### src/rtl/cla_word_sequencer.sv
// Multi-word add/subtract front end for a DWIDTH carry-lookahead slice, least-significant word first.
// One-cycle registered result; stalls input while a result is held unaccepted. Optional CLA_SEQ_OVF_EN adds out_ovf.

module cla_slice #(
  parameter int DWIDTH = 8
) (
  input  logic [DWIDTH-1:0] a,
  input  logic [DWIDTH-1:0] b,
  input  logic              cin,
  output logic [DWIDTH-1:0] sum,
  output logic              cout
);
  logic [DWIDTH-1:0] g;
  logic [DWIDTH-1:0] p;
  logic [DWIDTH:0]   c;
  logic              run;

  assign g = a & b;
  assign p = a ^ b;

  // Each carry is the flat OR of generate terms gated by the propagate chain above them.
  always_comb begin
    c    = '0;
    run  = 1'b0;
    c[0] = cin;
    for (int i = 0; i < DWIDTH; i++) begin
      c[i+1] = g[i];
      run    = p[i];
      for (int j = i - 1; j >= 0; j--) begin
        c[i+1] = c[i+1] | (run & g[j]);
        run    = run & p[j];
      end
      c[i+1] = c[i+1] | (run & cin);
    end
  end

  assign sum  = p ^ c[DWIDTH-1:0];
  assign cout = c[DWIDTH];
endmodule

module cla_word_sequencer #(
  parameter int DWIDTH = 8
) (
  input  logic              clk,
  input  logic              rst_n,
  input  logic              in_valid,
  output logic              in_ready,
  input  logic [DWIDTH-1:0] in_a,
  input  logic [DWIDTH-1:0] in_b,
  input  logic              in_sub,
  input  logic              in_last,
  output logic              out_valid,
  input  logic              out_ready,
  output logic [DWIDTH-1:0] out_sum,
  output logic              out_last,
  output logic              out_cout
`ifdef CLA_SEQ_OVF_EN
  ,
  output logic              out_ovf
`endif
);
  typedef enum logic {FIRST, CONT} state_t;

  state_t            state_q, state_d;
  logic              carry_q, carry_d;
  logic              sub_q, sub_d;
  logic              valid_d, last_d, cout_d;
  logic [DWIDTH-1:0] sum_d;
  logic              accept, sub_eff, cin, cla_cout;
  logic [DWIDTH-1:0] b_eff, cla_sum;

  assign in_ready = !out_valid || out_ready;
  assign accept   = in_valid && in_ready;
  // The operation mode is latched on the first word; later words reuse it.
  assign sub_eff  = (state_q == FIRST) ? in_sub : sub_q;
  assign cin      = (state_q == FIRST) ? in_sub : carry_q;
  assign b_eff    = sub_eff ? ~in_b : in_b;

  cla_slice #(.DWIDTH(DWIDTH)) u_cla (
    .a    (in_a),
    .b    (b_eff),
    .cin  (cin),
    .sum  (cla_sum),
    .cout (cla_cout)
  );

  always_comb begin
    state_d = state_q;
    carry_d = carry_q;
    sub_d   = sub_q;
    valid_d = out_valid;
    sum_d   = out_sum;
    last_d  = out_last;
    cout_d  = out_cout;
    if (accept) begin
      if (state_q == FIRST) sub_d = in_sub;
      carry_d = cla_cout;
      sum_d   = cla_sum;
      cout_d  = cla_cout;
      last_d  = in_last;
      valid_d = 1'b1;
      state_d = in_last ? FIRST : CONT;
    end else if (out_ready) begin
      valid_d = 1'b0;
    end
  end

  always_ff @(posedge clk or negedge rst_n) begin
    if (!rst_n) begin
      state_q   <= FIRST;
      carry_q   <= 1'b0;
      sub_q     <= 1'b0;
      out_valid <= 1'b0;
      out_sum   <= '0;
      out_last  <= 1'b0;
      out_cout  <= 1'b0;
    end else begin
      state_q   <= state_d;
      carry_q   <= carry_d;
      sub_q     <= sub_d;
      out_valid <= valid_d;
      out_sum   <= sum_d;
      out_last  <= last_d;
      out_cout  <= cout_d;
    end
  end

`ifdef CLA_SEQ_OVF_EN
  logic ovf_d;

  // Signed overflow only has meaning at the operand's most-significant word.
  assign ovf_d = in_last && (in_a[DWIDTH-1] == b_eff[DWIDTH-1]) &&
                 (cla_sum[DWIDTH-1] != in_a[DWIDTH-1]);

  always_ff @(posedge clk or negedge rst_n) begin
    if (!rst_n) out_ovf <= 1'b0;
    else if (accept) out_ovf <= ovf_d;
  end
`endif
endmodule
### config.mk
export PLATFORM = sky130hd
export DESIGN_NAME = cla_word_sequencer
export DESIGN_NICKNAME = d
export VERILOG_FILES = /design/src/rtl/cla_word_sequencer.sv
export SDC_FILE = /design/constraint.sdc
export NUM_CORES = 1
export LEC_CHECK = 0
export ABC_AREA = 1
export BUFFER_PORTS_ARGS = -buffer_cell sky130_fd_sc_hd__buf_2
export CAP_MARGIN = 5
export CORE_MARGIN = 3
export CORE_UTILIZATION = 35
export CTS_BUF_LIST = sky130_fd_sc_hd__clkbuf_16
export DETAILED_ROUTE_END_ITERATION = 10
export GPL_TIMING_DRIVEN = 0
export SKIP_CTS_REPAIR_TIMING = 1
export SYNTH_ARGS = -nofsm -noshare
export SYNTH_HDL_FRONTEND = slang
export SYNTH_HIERARCHICAL = 1
export SYNTH_SLANG_ARGS = --single-unit
### constraint.sdc
create_clock -name clk -period 3 [get_ports clk]
set_input_delay 0.15 -clock clk [delete_from_list [all_inputs] [get_ports clk]]
set_output_delay 0.15 -clock clk [all_outputs]
set_load 0.03 [all_outputs]
# After elaboration in Yosys (flattened, before gate mapping)
# Cells that the tools add are included.
[totals] reg_bits=13 in_bits=22 out_inout_bits=12
[op_classes] muxes=6 n_bitwise=104 n_reduce_logical=4
[op_table] op="$and 1x1->1" count=64
[op_table] op="$or 1x1->1" count=36
[op_table] op="$xor 8x8->8" count=2
[op_table] op="$and 8x8->8" count=1
[op_table] op="$mux 8" count=1
[op_table] op="$not 8->8" count=1
[op_table] op="$mux 1" count=5
[op_table] op="$reduce_bool 2->1" count=1
[op_table] op="$logic_and 1x1->1" count=1
[op_table] op="$logic_not 1->1" count=1
[op_table] op="$logic_or 1x1->1" count=1

# Longest topological paths before layout
# Gate-level depths: netlist (run 1).
[logic_depth] depth_word=12 ltp_mapped=16 ltp_nobuf=16

# Hierarchy
# The synthesis (run 1) kept the hierarchy.
[modules_own_cells] module="cla_word_sequencer" n_inst=1 cells_per_inst=96 area_per_inst_um2=708.2 seq_area_each_um2=325.3
[modules_own_cells] module="cla_slice" n_inst=1 cells_per_inst=74 area_per_inst_um2=431.7 seq_area_each_um2=0.0

# Worst setup path after synthesis (run 1)
# OpenSTA, ideal clock, no wires.
[synth_timing] kind="reg-to-reg" from="register state_q" to="register out_sum[6]" setup_time_ps=118 t_arrival_ps=1715 t_required_ps=2882 path_slack_ps=1168 path_stages_with_launch=16 n_path_buf=0 path_cell_list="dfrtp_1 > nand2_2 > nand2_4 > nand2_1 > nand2_1 > ha_1 > nand2_2 > inv_1 > a21oi_1 > nand2_2 > nand2_2 > nand2_1 > nand2_1 > nand2_1 > nand3_1 > nand2_1"
[synth_via] elab_chain_len=11 elab_cells_between_ends=23 classes_between="3 x mux; 20 x bitwise"
[synth_rtl] element="start, declared" line_no="64" text="state_t state_q, state_d;"
[synth_rtl] element="start signal, assigned" line_no="118" text="state_q <= state_d;"
[synth_rtl] element="$mux 1 *"
[synth_rtl] element="$mux 8 *" line_no="77" text="assign b_eff = sub_eff ? ~in_b : in_b;"
[synth_rtl] element="via b_eff[4]" line_no="70" text="logic [DWIDTH-1:0] b_eff, cla_sum;"
[synth_rtl] element="$and 8x8->8 or $xor 8x8->8 (tied branches)" line_no="18, 19"
[synth_rtl] element="$and 1x1->1, on equally long branches" line_no="30, 31"
[synth_rtl] element="$or 1x1->1, or another cell as far along (4 in a row)" line_no="30" text="c[i+1] = c[i+1] | (run & g[j]);"
[synth_rtl] element="$or 1x1->1 or $and 1x1->1 (tied branches)" line_no="30, 33"
[synth_rtl] element="$or 1x1->1 *" line_no="33" text="c[i+1] = c[i+1] | (run & cin);"
[synth_rtl] element="$xor 8x8->8 *" line_no="37" text="assign sum = p ^ c[DWIDTH-1:0];"
[synth_rtl] element="via cla_sum[6]" line_no="70"
[synth_rtl] element="end signal, assigned" line_no="122" text="out_sum <= sum_d;"
[synth_rtl] element="end, declared" line_no="54" text="output logic [DWIDTH-1:0] out_sum,"
# Mark *: on every way through the listed nets, which the timed path passes. The rest lies on a longest branch.
# A chain may end at the register's enable or synchronous reset.

# Worst setup path after layout (run 1)
# Ends and elaborated chain as after synthesis.

==> flow_metrics.py, run 1 <==
metrics = {
    "layout": {
        "stdcell_area_mm2": 0.001449,
        "fillers": 341,
        "area_growth_pct": 27.11,
        "diodes": 0,
        "fin_nets": 241,
        "drive_above_1_share_pct": 25.00,
        "final_util_pct": 47.07,
        "stdcell_count": 252,
    },
    "placed_design": {
        "pre_cts_ws_ns": 0.8559,
        "place_area_mm2": 0.001360,
        "dp_hpwl_mm": 2.023,
        "dp_cells": 247,
        "portBuffers": 33,
        "place_congestion": 0.7292,
    },
    "clocking": {
        "htreeDepth": 1,
        "cts-root-buf": "clkbuf_16",
        "cts_buffers": 3,
        "cts_buffer_depth": 2,
        "clock-sinks": 13,
        "cts_tree": "done",
        "insertion_delay_ns": 0.24,
        "clkSlewWorstSetupHoldPaths_ns": 0.05,
    },
    "global_route": {
        "antenna_found_initial": 0,
        "grt_max_degree": 14,
        "grt_pass1_vias": 997,
        "grt_pass1_wl_mm": 4.340,
        "track_usage_pct": 13.43,
        "grt.overflow.total": 0,
    },
    "floorplan": {
        "die_w_um": 63.07,
        "dieArea_mm2": 0.003977,
        "row_count": 20,
        "ioPinCount": 34,
        "die_height_um": 63.07,
        "start_util_pct": 37.03,
        "core_mm2": 0.003078,
    },
    "yosys": {
        "syn_avg_cell_area_um2": 6.705,
        "syn_inst": 170,
        "synth_seq_cells": 13,
        "synth_seq_area_share_pct": 28.54,
        "syn-num-nets": 202,
        "synth_edf_count": 0,
        "synth_area_leader_cell": "dfrtp_1",
        "synth_flop_cell": "dfrtp_1",
        "yosysUniqueCellTypes": 20,
        "post-synth-top-area-fraction_pct": 28.54,
        "yosysMostFrequentCell": "nand2_1",
        "synth_area_mm2": 0.001140,
        "synthTopCellsByCount": "nand2_1, inv_1, nand3_1",
        "synth_area_leaders": "dfrtp_1, nand2_1, nand3_1",
        "yosys_warnings": 6,
        "ys_async_sr_fraction_pct": 100.0,
    },
    "setup_path": {
        "critPathKind": "register to register",
        "reg2reg_to": "out_sum[6]",
        "path_max_fanout": 9,
        "slowest_stage": "dfrtp_1",
        "slowest_delay_ns": 0.42,
        "r2r_slack_ns": 0.90,
        "crit_path_frequent_cell": "nand2_1",
        "crit_path_cell_trace": "nand2_2, nand2_4, nand2_1, nand2_1, ha_1, nand2_2, inv_1, a21oi_1, nand2_2, nand2_2, nand2_1, nand2_1, nand2_1, nand3_1, nand2_1",
        "end_kind": "register",
        "required_ns": 3.13,
        "rr_startpoint": "state_q",
        "worst-r2r-cell-count": 15,
        "startpoint_type": "register",
        "cp.arrival_ns": 2.23,
    },
    "routing": {
        "wl_mm": 2.548,
        "viasPerCell": 4.345,
        "post_drt_wl_per_cell_um": 10.11,
        "drcViolationCount": 0,
        "antenna_left": 0,
        "via_count": 1095,
        "drt_iter0_drc": 42,
        "drt_pass1_iterations": 4,
    },
    "power_and_ir_drop": {
        "powerDensity_mw_per_mm2": 634.1,
        "p_leak_nw": 0.9042,
        "vdd_drop_max_uv": 231.5,
    },
    "sta": {
        "maxSlewHeadroom_pct": 79.93,
        "slew_violations": 0,
        "max_clock_freq_ghz": 0.4766,
        "rsz0062_at_grt": "no",
        "setup_ws_ns": 0.9017,
        "finalSetupTns_ns": 0,
        "worst_pin_slew_ns": 0.3010,
        "finClkSkew_ns": 0.004506,
        "min_period_over_period_pct": 69.94,
        "setup_viol": 0,
        "period_minus_slack_ns": 2.098,
        "finalHoldViolations": 0,
    },
    "hold_path": {
        "min_from": "in_last",
        "holdPathStages": 3,
        "min_to": "out_last",
        "hp-class": "primary input to register",
    },
    "run": {
        "maxCapViolations": 0,
    },
    "outcome": {
        "status": "finished, final reports clean",
    },
}
## through the flow
stage          power, mW  hold WS [ns]
5_1_grt           0.9911        0.1635
4_1_cts           0.9251       -0.2014
6_report          0.9188        0.1501
3_5_place_dp      0.6791       0.05048
3_3_place_gp      0.6719       0.05184
2_1_floorplan     0.5651       -0.1456
## worst max path at each step
stage,from,to,slack (ns),depth (start not counted)
3_3_place_gp,state_q,out_sum[6],0.88,15
2_1_floorplan,state_q,out_sum[6],1.17,15
3_5_place_dp,state_q,out_sum[6],0.86,15
5_1_grt,state_q,out_sum[6],0.71,15
4_1_cts,state_q,out_sum[6],0.85,15
6_report,state_q,out_sum[6],0.90,15
## report_power, final
part	switching [mW]	internal (mW)	leakage, nW
registers	0.0258	0.221	0.159
clock network	0.0715	0.176	0.0423
logic	0.278	0.146	0.702
total	0.375	0.543	0.904
## kinds of logic (layout without fill, tap and decap cells)
logic type               after synthesis  count (layout)  synth area share, %
AO/OA/AOI/OAI                          5               5                2.306
XOR/XNOR                               4               4                3.074
adder cells (fa/ha/maj)               10              10                11.64
buffers and inverters                 31              69                11.20
flip-flops                            13              13                28.54
AND/OR/NAND/NOR                      107             107                43.25
## layer usage
layer	track usage, %	routed length (um)
met1	18.05	1261
met3	2.317	114
met2	21.48	1158
met4	4.959	13
met5	0	0
## placed cells by master (no fill, tap or decap), types with 4 or more instances in the layout
cell type / synthesis / final
nand3_1: 24 / 24
nand2_4: 4 / 4
inv_1: 26 / 27
a21oi_1: 4 / 4
ha_1: 9 / 9
buf_2: 0 / 33
nand2_1: 69 / 69
nand2_2: 4 / 4
dfrtp_1: 13 / 13
## final cells by class
class | instances | area (um2) | area share (%)
flip-flops and latches | 13 | 325.3 | 22.45
repair buffers | 34 | 175.2 | 12.09
inverters | 28 | 105.1 | 7.254
plain buffers | 3 | 22.52 | 1.554
multi-input cells | 126 | 686.9 | 47.41
well taps | 44 | 55.05 | 3.800
clock inverters | 1 | 3.754 | 0.2591
clock buffers | 3 | 75.07 | 5.181
## critical path: cells and delay by family (launching register included)
family,cells,cell delay [ns]
AO/OA/AOI/OAI,1,0.14
adder cells (fa/ha/maj),1,0.34
buffers and inverters,1,0.04
flip-flops,1,0.42
AND/OR/NAND/NOR,12,1.03
## registers in the layout (all words and copies together), names as in the netlist
name	count
out_sum	8
out_cout	1
out_last	1
out_valid	1
state_q	1
sub_q	1
Power figures use the tool's default switching activity.
==> run 2: changes to the inputs <==
Clock period 3 ns to 1.95 ns, I/O delays scaled along.
==> run 2 against run 1 <==
Effect of this change: the flow now finishes with violations (negative setup slack); maximum frequency is 7.4% higher; sequential cell count did not move; clock power is 53% higher; critical path depth stayed put; clock-buffer cell count is the same; worst setup slack worse by 0.91 ns; core utilization rose by 8.2 points; cell area up 17%; sequential power rose by 57%; via count rose by 8.3%; global-route usage stayed put; worst hold slack worse by 0.051 ns; critical endpoint is now out_sum[7]; largest power group unchanged; highest routed layer unchanged.
==> flow_metrics.py, run 2 (same netlist as run 1, synthesis figures left out) <==
metrics = {
    "placed_design": {
        "dp_cells": 247,
        "portBuffers": 33,
        "place_congestion": 0.7292,
        "dp_hpwl_mm": 2.023,
    },
    "layout": {
        "stdcell_count": 260,
        "final_common_cell": "nand2_1",
        "layout_common_cells": "nand2_1, buf_2, inv_1",
        "regMostFlops": "out_sum",
        "fin_nets": 249,
        "largest_reg_flops": 8,
        "drive_above_1_share_pct": 39.81,
        "fillers": 311,
        "diodes": 0,
        "area_growth_pct": 49.18,
    },
    "sta": {
        "slew_violations": 0,
        "max_clock_freq_ghz": 0.5118,
        "worst_pin_slew_ns": 0.2985,
        "finalHoldViolations": 0,
        "min_period_over_period_pct": 100.2,
        "period_minus_slack_ns": 1.954,
        "setup_ws_ns": -0.003711,
        "finalSetupTns_ns": -0.003711,
        "rsz0062_at_grt": "yes",
        "setup_viol": 1,
        "finClkSkew_ns": 0.005954,
        "maxSlewHeadroom_pct": 80.10,
    },
    "power_and_ir_drop": {
        "power_frac_seq_pct": 24.4,
        "p_clk_share_pct": 23.7,
        "switchingPower_mw": 0.6598,
        "comb_power_share_pct": 51.9,
        "vdd_drop_max_uv": 375.3,
        "intPower_mw": 0.9363,
        "p_leak_nw": 0.9612,
        "switching_share_pct": 41.34,
        "powerDensity_mw_per_mm2": 938.7,
    },
    "setup_path": {
        "slowest_stage": "dfrtp_2",
        "crit_path_cell_trace": "inv_4, nand2_8, nand2_8, buf_4, nand2_1, nand2_1, ha_4, nand2_1, nand2_1, a21oi_2, nand2_1, nand2_1, nand2_1, nand3_1, nand2_1",
        "end_kind": "register",
        "required_ns": 2.08,
        "startpoint_type": "register",
        "cp.buffers_inverters": 2,
        "crit_path_frequent_cell": "nand2_1",
        "cp.arrival_ns": 2.09,
        "critPathKind": "register to register",
        "crit_family": "simple AND/OR/NAND/NOR gates",
        "r2r_slack_ns": -0.004,
        "slowest_delay_ns": 0.47,
        "path_max_fanout": 7,
    },
    "floorplan": {
        "row_count": 20,
        "die_height_um": 63.07,
        "dieArea_mm2": 0.003977,
        "die_w_um": 63.07,
        "start_util_pct": 37.03,
        "ioPinCount": 34,
        "core_mm2": 0.003078,
    },
    "global_route": {
        "grt_pass1_wl_mm": 4.340,
        "grt_max_degree": 14,
        "track_usage_pct": 13.43,
        "grt.overflow.total": 0,
        "grt_pass1_vias": 997,
        "antenna_found_initial": 0,
    },
    "outcome": {
        "violations": "negative setup slack",
        "status": "complete, but fails checks",
    },
    "routing": {
        "drt_pass1_iterations": 4,
        "viasPerCell": 4.562,
        "wl_mm": 3.041,
        "drcViolationCount": 0,
        "drt_iter0_drc": 36,
        "antenna_left": 0,
        "via_count": 1186,
        "post_drt_wl_per_cell_um": 11.70,
    },
    "clocking": {
        "htreeDepth": 1,
        "insertion_delay_ns": 0.24,
        "cts_buffers": 3,
        "cts-root-buf": "clkbuf_16",
        "clock-sinks": 13,
        "cts_buffer_depth": 2,
        "cts_tree": "done",
        "clkSlewWorstSetupHoldPaths_ns": 0.05,
    },
    "run": {
        "maxCapViolations": 0,
    },
    "hold_path": {
        "hp-class": "primary input to register",
    },
}
-- run 2: cell types whose count changed in the layout (fill, tap and decap cells not counted), sizes merged --
cell / change
nand2: +1
buf: +7
-- run 2: path summary, 6_finish.rpt --
check                         start          to  cells past startpoint
max                         state_q  out_sum[7]                     15
min                         in_last    out_last                      3
max reg2reg                 state_q  out_sum[7]                     15
min reg2reg                out_last    out_last                      2
max in group asynchronous     rst_n     state_q                      2
min in group asynchronous     rst_n       sub_q                      2
-- run 2: routing by layer --
metal	wire length (um)	GRT usage [%]	part of all wire, %
met4	23	4.959	0.76
met5	0	0	0
met2	1468	21.48	48
met1	1403	18.05	46
met3	146	2.317	4.8
-- run 2: per-stage QoR --
| step | total power, mW | hold WS [ns] | worst slack [ns] | utilization, % | instance area (um2) |
|---|---|---|---|---|---|
| after CTS | 1.423 | -0.2539 | -0.1969 | 46.75 | 1439 |
| after global routing | 1.711 | 0.1097 | -0.1259 | 55.24 | 1700 |
| after global placement | 1.034 | -0.0006555 | -0.1658 | 44.19 | 1360 |
| after floorplan | 0.8693 | -0.1981 | 0.1176 | - | 1140 |
| final | 1.596 | 0.09882 | -0.003711 | 55.24 | 1700 |
| after detailed placement | 1.045 | -0.002021 | -0.1941 | 44.19 | 1360 |
-- run 2: worst register-to-register path: stages, from the launching register on --
cell and delay, ns:
dfrtp_2 0.47, inv_4 0.12, nand2_8 0.08, nand2_8 0.11
buf_4 0.12, nand2_1 0.04, nand2_1 0.10, ha_4 0.23
nand2_1 0.06, nand2_1 0.06, a21oi_2 0.14, nand2_1 0.08
nand2_1 0.06, nand2_1 0.06, nand3_1 0.09, nand2_1 0.05
-- run 2: cell type report --
type	instances	area (um2)	area share [%]
buffer	3	22.52	1.325
inverter	28	107.6	6.328
clock inverter	1	3.754	0.2208
tap	44	55.05	3.238
sequential	13	326.6	19.21
clock buffer	3	75.07	4.415
timing repair buffer	41	244.0	14.35
multi-input combinational	127	865.8	50.92
-- run 2: power groups by stage --
stage	logic (mW)	registers (mW)	clock network, mW
2_1_floorplan	0.358	0.511	0
3_3_place_gp	0.652	0.381	0
3_5_place_dp	0.661	0.384	0
4_1_cts	0.664	0.380	0.379
5_1_grt	0.910	0.397	0.404
6_report	0.829	0.389	0.378
==> run 3: changes to the inputs <==
Settings changed: SETUP_SLACK_MARGIN from default to 0.1.
==> run 3 against run 2 <==
Effect of this change: the flow now finishes without violations; via count up 1.3%; global-route usage unchanged; clock-buffer cell count unchanged; cell area up 0.15%; worst setup slack better by 0.0039 ns; clock power about the same; critical path type unchanged; critical endpoint is now out_sum[6]; highest routed layer unchanged.
==> flow_metrics.py, run 3 (same netlist as run 1, synthesis figures left out) <==
metrics = {
    "layout": {
        "stdcell_area_mm2": 0.001703,
        "stdcell_count": 260,
        "drive_above_1_share_pct": 40.28,
        "regMostFlops": "out_sum",
        "final_common_cell": "nand2_1",
        "largest_reg_flops": 8,
        "diodes": 0,
        "fillers": 313,
        "fin_nets": 249,
        "layout_common_cells": "nand2_1, buf_2, inv_1",
        "area_growth_pct": 49.40,
    },
    "floorplan": {
        "die_w_um": 63.07,
        "ioPinCount": 34,
        "start_util_pct": 37.03,
        "core_mm2": 0.003078,
        "dieArea_mm2": 0.003977,
        "die_height_um": 63.07,
        "row_count": 20,
    },
    "setup_path": {
        "slowest_stage": "dfrtp_2",
        "path_max_fanout": 4,
        "cp.buffers_inverters": 1,
        "crit_family": "simple AND/OR/NAND/NOR gates",
        "critPathKind": "register to register",
        "crit_path_cell_trace": "inv_4, nand2_2, nand3_1, nand2_2, ha_4, nand2_4, nor2_2, nand3_2, nand2_2, nand2_2, nand2_2, nand2_1, nand2_1, nand3_1, nand2_1",
        "required_ns": 2.13,
        "startpoint_type": "register",
        "crit_path_frequent_cell": "nand2_2",
        "end_kind": "register",
        "slowest_delay_ns": 0.47,
        "cp.arrival_ns": 2.13,
    },
    "sta": {
        "period_minus_slack_ns": 1.950,
        "max_clock_freq_ghz": 0.5129,
        "rsz0062_at_grt": "yes",
        "setup_viol": 0,
        "finClkSkew_ns": 0.005912,
        "min_period_over_period_pct": 99.99,
        "finalSetupTns_ns": 0,
        "finalHoldViolations": 0,
        "slew_violations": 0,
        "maxSlewHeadroom_pct": 80.17,
        "setup_ws_ns": 0.0001403,
        "worst_pin_slew_ns": 0.2975,
    },
    "routing": {
        "antenna_left": 0,
        "drt_pass1_iterations": 4,
        "drt_iter0_drc": 40,
        "post_drt_wl_per_cell_um": 11.71,
        "via_count": 1202,
        "viasPerCell": 4.623,
        "drcViolationCount": 0,
        "wl_mm": 3.045,
    },
    "global_route": {
        "grt_pass1_wl_mm": 4.340,
        "grt_pass1_vias": 997,
        "grt_max_degree": 14,
        "antenna_found_initial": 0,
        "grt.overflow.total": 0,
        "track_usage_pct": 13.43,
    },
    "power_and_ir_drop": {
        "intPower_mw": 0.9374,
        "p_clk_share_pct": 23.7,
        "p_leak_nw": 0.9608,
        "comb_power_share_pct": 52.0,
        "power_frac_seq_pct": 24.3,
        "powerDensity_mw_per_mm2": 938.6,
        "switching_share_pct": 41.35,
        "finalPower_mw": 1.598,
        "switchingPower_mw": 0.6610,
        "vdd_drop_max_uv": 375.7,
    },
    "run": {
        "maxCapViolations": 0,
    },
    "outcome": {
        "status": "finished, final reports clean",
    },
    "placed_design": {
        "dp_cells": 247,
        "place_congestion": 0.7292,
        "portBuffers": 33,
        "dp_hpwl_mm": 2.023,
        "pre_cts_ws_ns": -0.1941,
        "place_area_mm2": 0.001360,
    },
    "clocking": {
        "cts_buffer_depth": 2,
        "clock-sinks": 13,
        "cts_buffers": 3,
        "clkSlewWorstSetupHoldPaths_ns": 0.05,
        "cts_tree": "done",
        "insertion_delay_ns": 0.24,
        "cts-root-buf": "clkbuf_16",
        "htreeDepth": 1,
    },
    "hold_path": {
        "hp-class": "primary input to register",
    },
}
[run 3: cell count changes in the layout (fill, tap and decap cells not counted)]
cell  before  now
fa_1       1    0
fa_2       0    1
[run 3: metrics by stage]
step,hold slack [ns],util (%)
after floorplan,-0.1981,-
after global placement,-0.0006555,44.19
after detailed placement,-0.002021,44.19
after CTS,-0.2539,46.75
after global routing,0.1097,55.33
final,0.09875,55.33
[run 3: worst reg2reg max path, stage by stage (launching register included)]
cell     delay, ns
dfrtp_2       0.47
inv_4         0.12
nand2_2       0.10
nand3_1       0.11
nand2_2       0.08
ha_4          0.30
nand2_4       0.05
nor2_2        0.09
nand3_2       0.10
nand2_2       0.11
nand2_2       0.07
nand2_2       0.05
nand2_1       0.05
nand2_1       0.08
nand3_1       0.07
nand2_1       0.06
[run 3: final cells by class]
cell class	count	area (um2)	share of cell area [%]
sequential	13	326.6	19.18
clock buffer	3	75.07	4.409
clock inverter	1	3.754	0.2204
tap	44	55.05	3.233
multi-input combinational	127	868.3	50.99
timing repair buffer	41	244.0	14.33
inverter	28	107.6	6.319
buffer	3	22.52	1.323
[run 3: power by group through the flow]
| stage | clock network, mW | logic, mW | registers, mW |
|---|---|---|---|
| global route | 0.404 | 0.913 | 0.397 |
| global placement | 0 | 0.652 | 0.381 |
| floorplan | 0 | 0.358 | 0.511 |
| detailed placement | 0 | 0.661 | 0.384 |
| finish | 0.378 | 0.831 | 0.389 |
| CTS | 0.379 | 0.664 | 0.380 |
[run 3: worst paths after layout]
kind / slack [ns] / endpoint / cells past startpoint / startpoint
min in group asynchronous: 0.28 / sub_q / 2 / rst_n
max reg2reg: 0.0001 / out_sum[6] / 15 / state_q
max: 0.0001 / out_sum[6] / 15 / state_q
min: 0.1 / out_last / 3 / in_last
min reg2reg: 0.46 / out_last / 2 / out_last
max in group asynchronous: 1.42 / state_q / 2 / rst_n
[run 3: layer usage]
metal	GRT usage (%)	wire length, um	up-vias
li1	-	-	621
met3	2.317	156	2
met1	18.05	1399	540
met4	4.959	23	0
met2	21.48	1465	39
met5	0	0	-
